[src/rtl/mux_pkg.sv]
// Shared constants and width helpers for the arbitrated mux family.
package mux_pkg;

    localparam int unsigned MODE_FIXED = 0;
    localparam int unsigned MODE_RR    = 1;

    function automatic int unsigned clog2(input int unsigned n);
        int unsigned r;
        r = 0;
        while ((32'd1 << r) < n) r++;
        return r;
    endfunction

    // Select index width; a single-channel mux still carries a 1-bit index.
    function automatic int unsigned sel_width(input int unsigned channels);
        return (channels > 1) ? clog2(channels) : 1;
    endfunction

endpackage

[src/rtl/mux_arb_n_rr_arbiter.sv]
// One-hot arbiter: fixed priority or round-robin with a pointer that moves only on transfer.
module rr_arbiter
    import mux_pkg::*;
#(
    parameter  int unsigned CHANNELS = 4,
    parameter  int unsigned MODE     = MODE_RR,
    localparam int unsigned SW       = sel_width(CHANNELS)
) (
    input  logic                clk,
    input  logic                rstn,
    input  logic [CHANNELS-1:0] req,
    input  logic                advance,
    output logic [CHANNELS-1:0] grant,
    output logic [SW-1:0]       grant_idx
);

    logic [SW-1:0] r_ptr;
    logic [SW-1:0] w_base;
    logic          w_found;

    assign w_base = (MODE == MODE_RR) ? r_ptr : '0;

    // Two ordered passes implement the wrap: indices at/after the base first, then from 0.
    always_comb begin
        grant     = '0;
        grant_idx = '0;
        w_found   = 1'b0;
        for (int unsigned k = 0; k < CHANNELS; k++) begin
            if (!w_found && req[k] && (SW'(k) >= w_base)) begin
                grant[k]  = 1'b1;
                grant_idx = SW'(k);
                w_found   = 1'b1;
            end
        end
        for (int unsigned k = 0; k < CHANNELS; k++) begin
            if (!w_found && req[k]) begin
                grant[k]  = 1'b1;
                grant_idx = SW'(k);
                w_found   = 1'b1;
            end
        end
    end

    always_ff @(posedge clk or negedge rstn) begin
        if (!rstn) begin
            r_ptr <= '0;
        end else if (advance && (MODE == MODE_RR)) begin
            r_ptr <= (grant_idx == SW'(CHANNELS - 1)) ? '0 : grant_idx + 1'b1;
        end
    end

endmodule

[src/rtl/mux_arb_n.sv]
// N-channel arbitrated mux with valid/ready handshake and a single registered output stage.
module mux_arb_n
    import mux_pkg::*;
#(
    parameter  int unsigned BITS     = 32,
    parameter  int unsigned CHANNELS = 4,
    parameter  int unsigned MODE     = MODE_RR,
    localparam int unsigned SW       = sel_width(CHANNELS)
) (
    input  logic                     clk,
    input  logic                     rstn,
    input  logic [CHANNELS-1:0]      in_valid,
    input  logic [CHANNELS*BITS-1:0] in_data,
    output logic [CHANNELS-1:0]      in_ready,
    output logic                     out_valid,
    output logic [BITS-1:0]          out_data,
    output logic [SW-1:0]            out_sel,
    input  logic                     out_ready
);

    logic                r_out_valid;
    logic [BITS-1:0]     r_out_data;
    logic [SW-1:0]       r_out_sel;

    logic                w_load;
    logic                w_xfer;
    logic [CHANNELS-1:0] w_grant;
    logic [SW-1:0]       w_grant_idx;
    logic [BITS-1:0]     w_data;

    assign w_load   = ~r_out_valid | out_ready;
    assign in_ready = w_grant & {CHANNELS{w_load & rstn}};
    assign w_xfer   = |(in_valid & in_ready);

    rr_arbiter #(
        .CHANNELS (CHANNELS),
        .MODE     (MODE)
    ) u_arb (
        .clk       (clk),
        .rstn      (rstn),
        .req       (in_valid),
        .advance   (w_xfer),
        .grant     (w_grant),
        .grant_idx (w_grant_idx)
    );

    // AND-OR select: a non-granted channel is masked to zero, so its X never reaches the output.
    always_comb begin
        w_data = '0;
        for (int unsigned k = 0; k < CHANNELS; k++) begin
            w_data = w_data | (in_data[k*BITS +: BITS] & {BITS{w_grant[k]}});
        end
    end

    always_ff @(posedge clk or negedge rstn) begin
        if (!rstn) begin
            r_out_valid <= 1'b0;
            r_out_data  <= '0;
            r_out_sel   <= '0;
        end else if (w_load) begin
            if (w_xfer) begin
                r_out_valid <= 1'b1;
                r_out_data  <= w_data;
                r_out_sel   <= w_grant_idx;
            end else begin
                r_out_valid <= 1'b0;
            end
        end
    end

    assign out_valid = r_out_valid;
    assign out_data  = r_out_data;
    assign out_sel   = r_out_sel;

endmodule

[config.mk]
export PLATFORM = sky130hd
export DESIGN_NAME = mux_arb_n
export DESIGN_NICKNAME = d
export VERILOG_FILES = /design/src/rtl/mux_pkg.sv /design/src/rtl/mux_arb_n_rr_arbiter.sv /design/src/rtl/mux_arb_n.sv
export SDC_FILE = /design/constraint.sdc
export NUM_CORES = 1
export LEC_CHECK = 0
export ABC_AREA = 1
export CORE_MARGIN = 2
export CORE_UTILIZATION = 36
export DETAILED_ROUTE_END_ITERATION = 7
export PLACE_DENSITY = 0.88
export SLEW_MARGIN = 30
export SYNTH_ARGS = -nofsm -noshare
export SYNTH_HDL_FRONTEND = slang
export SYNTH_SLANG_ARGS = --single-unit
[constraint.sdc]
create_clock -name clk -period 2.15 [get_ports clk]
set_input_delay 0.5375 -clock clk [delete_from_list [all_inputs] [get_ports clk]]
set_output_delay 0.5375 -clock clk [all_outputs]
set_load 0.05 [all_outputs]
# --- Yosys cells after proc, flatten, opt, wreduce, memory -nomap -nowiden ---
# Cells that the tools add are included.
totals:
  regBits: 37
  latch_bits: 0
  ram_bits: 0
  rom_bits: 0
  input_bits: 135
  out_inout_bits: 39
  elab_cells: 65
  memories: 0
classes:
  n_addsub: 1
  mul: 0
  n_div: 0
  order_cmp: 4
  n_eq_ne: 1
  n_shift: 0
  muxes: 23
  bitwise: 12
  reduce_logical: 20
ops:
  columns: ["op", "n"]
  rows:
  - ["AND 32 bit", 4]
  - ["bitwise OR 32 bit", 3]
  - ["2-to-1 mux 1 bit", 16]
  - ["2-to-1 mux 2 bit", 7]
  - ["logical AND 1 bit", 11]
  - ["AND 4 bit", 2]
  - ["logical NOT 1 bit", 7]
  - ["greater-or-equal comparator 1 x 2 -> 1 bit, first input constant", 2]
  - ["greater-or-equal comparator 2 bit, first input constant", 2]
  - ["OR reduction 4 bit", 1]
  - ["adder 2 x 1 -> 2 bit, second input constant", 1]
  - ["== test 2 bit, second input constant", 1]
  - ["AND reduction 2 bit", 1]
  - ["AND 1 bit", 1]
  - ["NOT 1 bit", 1]
  - ["bitwise OR 1 bit", 1]

# --- Longest topological paths before layout ---
# Gate-level depths: netlist (run 1).
depth:
  word_depth: 31
  ltp_mapped: 11
  ltp_nobuf: 11

# --- By module ---
# From an unflattened synthesis (run 1), not the netlist that was laid out.
hier_totals:
  hier_cells: 381
  hier_area_um2: 2477.4
by_module_without_submodules:
  columns: ["mod", "instances", "cells_per_inst", "area_per_inst_um2", "seq_area_each_um2"]
  rows:
  - ["mux_arb_n", 1, 342, 2265.9, 875.8]
  - ["rr_arbiter", 1, 39, 211.5, 50.0]

# --- Least setup slack after synthesis (run 1) ---
# No wires, ideal clock.
synth_timing:
  kind: "input to output"
  from: "input in_valid[1]"
  to: "output in_ready[0]"
  t_arrival_ns: 1.877
  t_required_ns: 1.612
  setup_slack_ns: -0.264
  path_stages: 8
  n_path_buf: 1
  path_cell_list: "inv_1 -> nor2_1 -> a21oi_2 -> nand3_1 -> nand2_2 -> buf_2 -> inv_1 -> nor2_1"
synth_between:
  elab_chain_cells: 15
synth_lines:
  columns: ["element", "line_no", "rtl"]
  rows:
  - ["from (decl)", "mux_arb_n.sv:12", "input logic [CHANNELS-1:0] in_valid,"]
  - ["logical AND 1 bit (*) (2 in series)", "mux_arb_n_rr_arbiter.sv:29", "if (!w_found && req[k] && (SW'(k) >= w_base)) begin"]
  - ["2-to-1 mux 1 bit (*)", "mux_arb_n_rr_arbiter.sv:29", null]
  - ["logical NOT 1 bit", "mux_arb_n_rr_arbiter.sv:29", null]
  - ["logical AND 1 bit (2 in series)", "mux_arb_n_rr_arbiter.sv:29", null]
  - ["2-to-1 mux 1 bit (*)", "mux_arb_n_rr_arbiter.sv:29", null]
  - ["logical NOT 1 bit", "mux_arb_n_rr_arbiter.sv:29", null]
  - ["logical AND 1 bit (2 in series)", "mux_arb_n_rr_arbiter.sv:29", null]
  - ["2-to-1 mux 1 bit (*)", "mux_arb_n_rr_arbiter.sv:29", null]
  - ["logical NOT 1 bit (*)", "mux_arb_n_rr_arbiter.sv:36", "if (!w_found && req[k]) begin"]
  - ["logical AND 1 bit (*)", "mux_arb_n_rr_arbiter.sv:36", null]
  - ["2-to-1 mux 1 bit (*)", "mux_arb_n_rr_arbiter.sv:36", null]
  - ["AND 4 bit (*)", "mux_arb_n.sv:32", "assign in_ready = w_grant & {CHANNELS{w_load & rstn}};"]
  - ["to (decl)", "mux_arb_n.sv:14", "output logic [CHANNELS-1:0] in_ready,"]
# Every way passes the cells marked *; elsewhere a longest branch is shown, timed or not.

# --- Final worst setup path (run 1) ---
layout_timing:
  from: "input out_ready"
  to: "output in_ready[0]"
layout_between:
  elab_chain_cells: 3
layout_lines:
  columns: ["element", "line_no", "rtl"]
  rows:
  - ["from (decl)", "mux_arb_n.sv:18", "input logic out_ready"]
  - ["bitwise OR 1 bit", "mux_arb_n.sv:31", "assign w_load = ~r_out_valid | out_ready;"]
  - ["AND 1 bit", "mux_arb_n.sv:32", null]
  - ["AND 4 bit", "mux_arb_n.sv:32", null]
# No other way between the ends.

==> results of run 1 <==
## worst max-delay path, delay by kind of cell
kind / cells / cell delay [ps]
simple gates: 3 / 280
buf+inv: 4 / 790
## sequential cells by signal, summed over array words and instances (netlist names)
| signal | count |
|---|---|
| out_valid | 1 |
| out_sel | 2 |
| out_data | 32 |
| u_arb.r_ptr | 2 |
## through the flow
stage / cell area (um2) / util (%)
global route: 4740 / 66.1
CTS: 4720 / 65.7
finish: 4740 / 66.1
global placement: 4560 / 63.6
detailed placement: 4560 / 63.6
floorplan: 2660 / -
## cell usage in the layout, fill, tap and decap left out, types with 2 or more instances in the layout
cell type	Yosys	routed
dlygate4sd2_1	0	2
nand2_1	142	138
a21oi_1	33	33
dfrtp_1	37	35
dfrtp_2	0	2
clkbuf_2	0	2
nand2_2	6	9
nor2_1	37	33
buf_4	7	25
nand3_2	3	4
inv_1	43	39
clkbuf_8	0	7
buf_12	0	5
inv_2	1	4
nand2_4	1	2
nor2_4	1	4
clkdlybuf4s50_1	0	164
nand4_1	37	37
nand3_1	34	33
## kinds of logic (layout without fill, tap and decap cells)
logic type	count (synthesis)	after routing	share of synthesized area, %
AND/OR/NAND/NOR	262	262	44.4
buffers and inverters	71	253	13.3
AO/OA/AOI/OAI	37	37	7.37
flip-flops	37	37	35.0
## worst max path at each step
stage and endpoint:
4_1_cts in_ready[2], 5_1_grt in_ready[1], 2_1_floorplan in_ready[0], 6_report in_ready[0], 3_3_place_gp in_ready[1], 3_5_place_dp out_data[27]
## cell type report
cell class	count	area [um2]	share of cell area [%]
clock inverter	1	5.00	0.106
inverter	44	169	3.56
multi-input combinational	299	1430	30.2
sequential	37	928	19.6
tap	99	124	2.61
timing repair buffer	201	1990	41.9
clock buffer	7	96.3	2.03
## where the power goes
| group | internal (W) | switching (W) | total (W) |
|---|---|---|---|
| combinational | 0.00142 | 0.00239 | 0.00381 |
| clock | 0.000290 | 0.000243 | 0.000533 |
| sequential | 0.00102 | 0.000205 | 0.00123 |
## repair_timing
| action | CTS | global route |
|---|---|---|
| endpoints found under the setup margin | 13 | 4 |
| gates resized for setup | 19 | 10 |
| pin swaps | 8 | 6 |
| buffers inserted | 2 | 2 |
## layer usage
layer | wire, um | part of all wire, % | global-route usage [%]
met5 | 0 | 0 | 0
met4 | 303 | 3.1 | 9.49
met3 | 924 | 9.5 | 6.79
met2 | 4830 | 50 | 43.2
met1 | 3630 | 37 | 25.9
==> metrics.cfg, run 1 <==
[status]
status=finished with violations
violations=negative setup slack

[yosys]
synth.area.top_cells=dfrtp_1, nand2_1, nand4_1
ys_seq_area_share_pct=35.0
yosysMostFrequentCell=nand2_1
postSynth.topFlopCell=dfrtp_1
syn_avg_cell_area_um2=6.51
synth.distinct_cells=20
ys_async_sr_fraction_pct=100
synth_edf_count=0
syn_inst=407
synthTopCellsByCount=nand2_1, inv_1, dfrtp_1, nand4_1, nor2_1
yosysTopAreaCell=dfrtp_1
yosys_warnings=0
syn_nets=542
synth_top_area_share_pct=35.0
synth_area_um2=2650
synth-seq-cells=37

[clock_tree]
cts_tree=built
clk_latency_ps=280
hold_buffers=0
clk_path_buf_depth=2
cts_made_buffers=5
cts-root-buf=clkbuf_8
clkSlewWorstSetupHoldPaths_ps=80
cts_max_level=2
cts_sinks=37

[route]
wl_per_cell_um=14.1
routed_via_density=5.02
drtPass1Iterations=4
drtIter0Drc=100
drc=0
via_count=3455
wl_um=9690
ant_nets=0

[worst_setup_path]
crit_top_cell=nand2_1
path_class=in2out
rr_worst_depth=11
cp_max_fo=3
crit_slowest_cell=clkdlybuf4s50_1
r2r-start=u_arb.r_ptr[0]
timing.rr.end=out_data[27]
worst_setup_path_start_kind=primary input
cp.required_ps=1610
r2r_setup_slack_ps=250
max_stage_delay_ps=450
startpoint=out_ready
crit_arrival_ps=1620
setup.worst_path.end_class=output pin
worstPathCellList=clkdlybuf4s50_1 -> inv_1 -> nand2_1 -> nand2_1 -> buf_4 -> nor2_4 -> buf_12

[floorplan]
ios=174
core_area_um2=7180
die_x_um=89.8
num_rows=31
start_util_pct=36.9
die_h_um=89.8
die-area_um2=8060

[sta]
worst_pin_slew_ps=543
max_freq_mhz=465
fin_hold_ws_ps=316
hold_viol=0
rsz0062_at_grt=yes
setup_tns_ps=-3.97
relSlewSlack_pct=63.7
fin_crit_sh_pct=100
slew_viol_final=0
finalCriticalPeriod_ps=2150
layout_setup_ws_ps=-2.52
setup_viol=2
skew_ps=4.70

[cells_and_area]
syn2layout_area_growth_pct=79.1
n_antenna_cell=0
finalNonFillerCells=688
drive_gt1_share_pct=12.4
fin_nets=723
fillers=572

[global_routing]
antenna_found_initial=0
grt_pass1_vias=3411
grt_pass1_wl_um=15700
grt_overflow_total=0
grt_usage_pct=23.7
grt_max_degree=38

[place]
gp_congestion=0.764
dp.cells=676
dp_slack_ps=-320
port_buffers=173
hpwl_um=7100

[flow_run]
max-cap-violations=0

[power]
power_w=0.00557
powerDensity_nw_per_um2=1170
worst_ir_drop_vdd_mv=0.662
p_leak_nw=2.31

[worst_hold_path]
hold_class=in2async

No activity file was read; power rests on OpenSTA's default activity.
==> inputs of run 2 (changes only) <==
--- a/config.mk
+++ b/config.mk
@@ -9,6 +9,7 @@
 export CORE_MARGIN = 2
 export CORE_UTILIZATION = 36
 export DETAILED_ROUTE_END_ITERATION = 7
+export HOLD_SLACK_MARGIN = 0.05
 export PLACE_DENSITY = 0.88
 export SLEW_MARGIN = 30
 export SYNTH_ARGS = -nofsm -noshare
==> results of run 2 <==
The final DEF is identical to that of run 1; final timing and power are the same.
==> variant, RTL diff (settings of run 1) <==
`CHANNELS` is set to 4 in 2 places; all go to 3.
--- a/src/rtl/mux_arb_n_rr_arbiter.sv
+++ b/src/rtl/mux_arb_n_rr_arbiter.sv
@@ -2,7 +2,7 @@
 module rr_arbiter
     import mux_pkg::*;
 #(
-    parameter  int unsigned CHANNELS = 4,
+    parameter  int unsigned CHANNELS = 3,
     parameter  int unsigned MODE     = MODE_RR,
     localparam int unsigned SW       = sel_width(CHANNELS)
 ) (
--- a/src/rtl/mux_arb_n.sv
+++ b/src/rtl/mux_arb_n.sv
@@ -3,7 +3,7 @@
     import mux_pkg::*;
 #(
     parameter  int unsigned BITS     = 32,
-    parameter  int unsigned CHANNELS = 4,
+    parameter  int unsigned CHANNELS = 3,
     parameter  int unsigned MODE     = MODE_RR,
     localparam int unsigned SW       = sel_width(CHANNELS)
 ) (
Ports: changed (resized in_data, in_ready and in_valid); port bits go from 174 to 140. The function was not compared with the original's and may differ.
==> variant against run 1 <==
The flow finishes with violations (design-rule violations). Synthesized area decreased by 9.2%. Non-clock buffer count decreased by 40. Core utilization decreased by 2.6 points. Sequential cell count unchanged. Routed wire length decreased by 18%. Final area decreased by 14%. Setup slack improved by 0.049 ns. First-iteration DRC count decreased by 24%. Clock power decreased by 12%. Final cell count decreased by 16%. Register-to-register slack improved by 0.05 ns. Power decreased by 7.0%. Critical path type unchanged. Largest cell class unchanged.
==> variant: results (changes against run 1) <==
cells_and_area:
  fillers: 572  # unchanged
  largest_reg_flops: 32  # unchanged
  nets: 603  # -17%
  n_antenna_cell: 0  # unchanged
  drive_gt1_share_pct: 9.76  # -2.6 points
global_route:
  track_usage_pct: 21.8  # -1.9 points
  antenna_found_initial: 0  # unchanged
  grt_pass1_wl_mm: 12.8  # -19%
  grt_max_degree: 38  # unchanged
  grt_pass1_vias: 2842  # -17%
setup_path:
  r2r_start: "u_arb.r_ptr[1]"
  r2r_slack_ns: 0.30  # +0.05 ns
  worst_ep_arrival_time_ns: 1.57  # -0.05 ns
  startpoint: "in_valid[1]"
  critPathMaxFanout: 4  # +1
  r2r_cells: 11  # unchanged
  r2r-end: "out_data[26]"
placed_design:
  hpwlAfterDp_mm: 5.96  # -16%
  gp_congestion: 0.829  # +8.5%
  place_area_sq_mm: 0.00395  # -13%
  io_buffers: 139  # -20%
yosys:
  ys.warnings.count: 0  # unchanged
  synth_top_cells_by_count: "nand2_1 (110), inv_1 (40), nand4_1 (38)"
  ys_async_sr_fraction_pct: 100  # unchanged
  synth_ff_type: "dfrtp_1"
  synth_nets: 463  # -15%
  synthMuxAreaShare_pct: 0  # unchanged
  synth_compound_area_share_pct: 7.23  # -0.14 points
  synthTopCellsByArea: "dfrtp_1 (39%), nand2_1 (17%), nand4_1 (9.9%)"
  seq_area_frac_synth_pct: 38.5  # +3.5 points
  synthAdderAreaFrac_pct: 0  # unchanged
  synthDistinctLibCells: 16  # -20%
  synthXorXnorAreaFrac_pct: 0  # unchanged
clock_network:
  numCtsBuffers: 5  # unchanged
  h-tree-depth: 2  # unchanged
  clk_path_buf_depth: 2  # unchanged
  clkLatencyLatePin_ns: 0.28  # about the same
  hold_buffers: 0  # unchanged
  cts_root_buf: "clkbuf_8"
  clkTransAtPathRegs_ns: 0.07
route:
  drt_iter0_markers: 76  # -24%
  vias_per_cell: 4.95  # -1.5%
  wl_mm: 7.96  # -18%
  remaining_drc_errors: 10  # +10
  drtPass1Iterations: 8  # +4
  ant_nets: 0  # unchanged
outcome:
  violations: "design-rule violations"
  status: "complete, but fails checks"
sta:
  worstMarginPinSlew_ns: 0.541  # -0.00188 ns
  skew_ns: 0.00369  # -0.00102 ns
power:
  vdd_drop_max_mv: 0.628  # -5.3%
  p_leak_nw: 2.07  # -10%
worst_hold_path:
  hp-class: "input port to async pin"
==> variant: kinds of logic (layout without fill, tap and decap cells) <==
family                 count (synthesis)  in the layout
AO/OA/AOI/OAI                         34             34
flip-flops                            37             37
buffers and inverters                 69            210
AND/OR/NAND/NOR                      221            221
==> variant: how the worst max path moves through the flow <==
stage,endpoint,slack (ns),cells past startpoint
CTS,in_ready[1],0.0002,8
floorplan,in_ready[0],0.04,8
detailed placement,out_data[26],-0.24,11
finish,in_ready[2],0.05,8
global placement,out_data[10],-0.18,12
global route,in_ready[2],-0.01,8
==> variant: layout make-up <==
cell class | instances | area [sq um] | share of cell area [%]
Timing Repair Buffer | 161 | 1620 | 39.7
Sequential cell | 37 | 926 | 22.7
Tap cell | 77 | 96.3 | 2.36
Clock inverter | 2 | 10.0 | 0.245
Inverter | 41 | 160 | 3.93
Multi-Input combinational cell | 255 | 1200 | 29.3
Clock buffer | 6 | 72.6 | 1.78
==> variant: timing repair <==
action / in CTS / in global routing
endpoints found under the hold margin: 0 / 0
resized for setup: 9 / 6
buffers inserted: 0 / 2
setup endpoints to repair: 3 / 3
pin swaps: 0 / 1
==> variant: per-stage QoR <==
stage          setup WS [ns]  power (W)  hold slack, ns  setup TNS (ns)  instances
2_1_floorplan         0.0401    0.00343           0.242               0        361
3_3_place_gp          -0.185    0.00460           0.506           -5.38        569
3_5_place_dp          -0.238    0.00469           0.511           -7.09        569
4_1_cts             0.000170    0.00519           0.309               0        577
5_1_grt             -0.00981    0.00554           0.365         -0.0154        579
6_report              0.0463    0.00518           0.319               0        579
==> variant: routing by layer <==
layer | GRT usage [%] | part of all wire [%] | vias to the layer above
li1 | - | - | 1450
met1 | 23.6 | 39 | 1291
met2 | 40.5 | 51 | 114
met3 | 5.58 | 8.1 | 10
met4 | 8.37 | 2.0 | 0
met5 | 0 | 0 | -
==> variant: report_power, final <==
| group | internal (W) | total [W] | leakage [nW] | switching, W |
|---|---|---|---|---|
| clock | 0.000225 | 0.000468 | 0.0450 | 0.000243 |
| combinational | 0.00126 | 0.00351 | 1.55 | 0.00225 |
| sequential | 0.00101 | 0.00120 | 0.468 | 0.000187 |
| total | 0.00250 | 0.00518 | 2.07 | 0.00268 |
==> variant: worst max-delay path: stages <==
cell and delay [ns]:
dlygate4sd2_1 0.30, buf_6 0.16, inv_2 0.05, nor2_1 0.04, a21oi_2 0.17, nand3_4 0.10, inv_2 0.08, buf_12 0.13
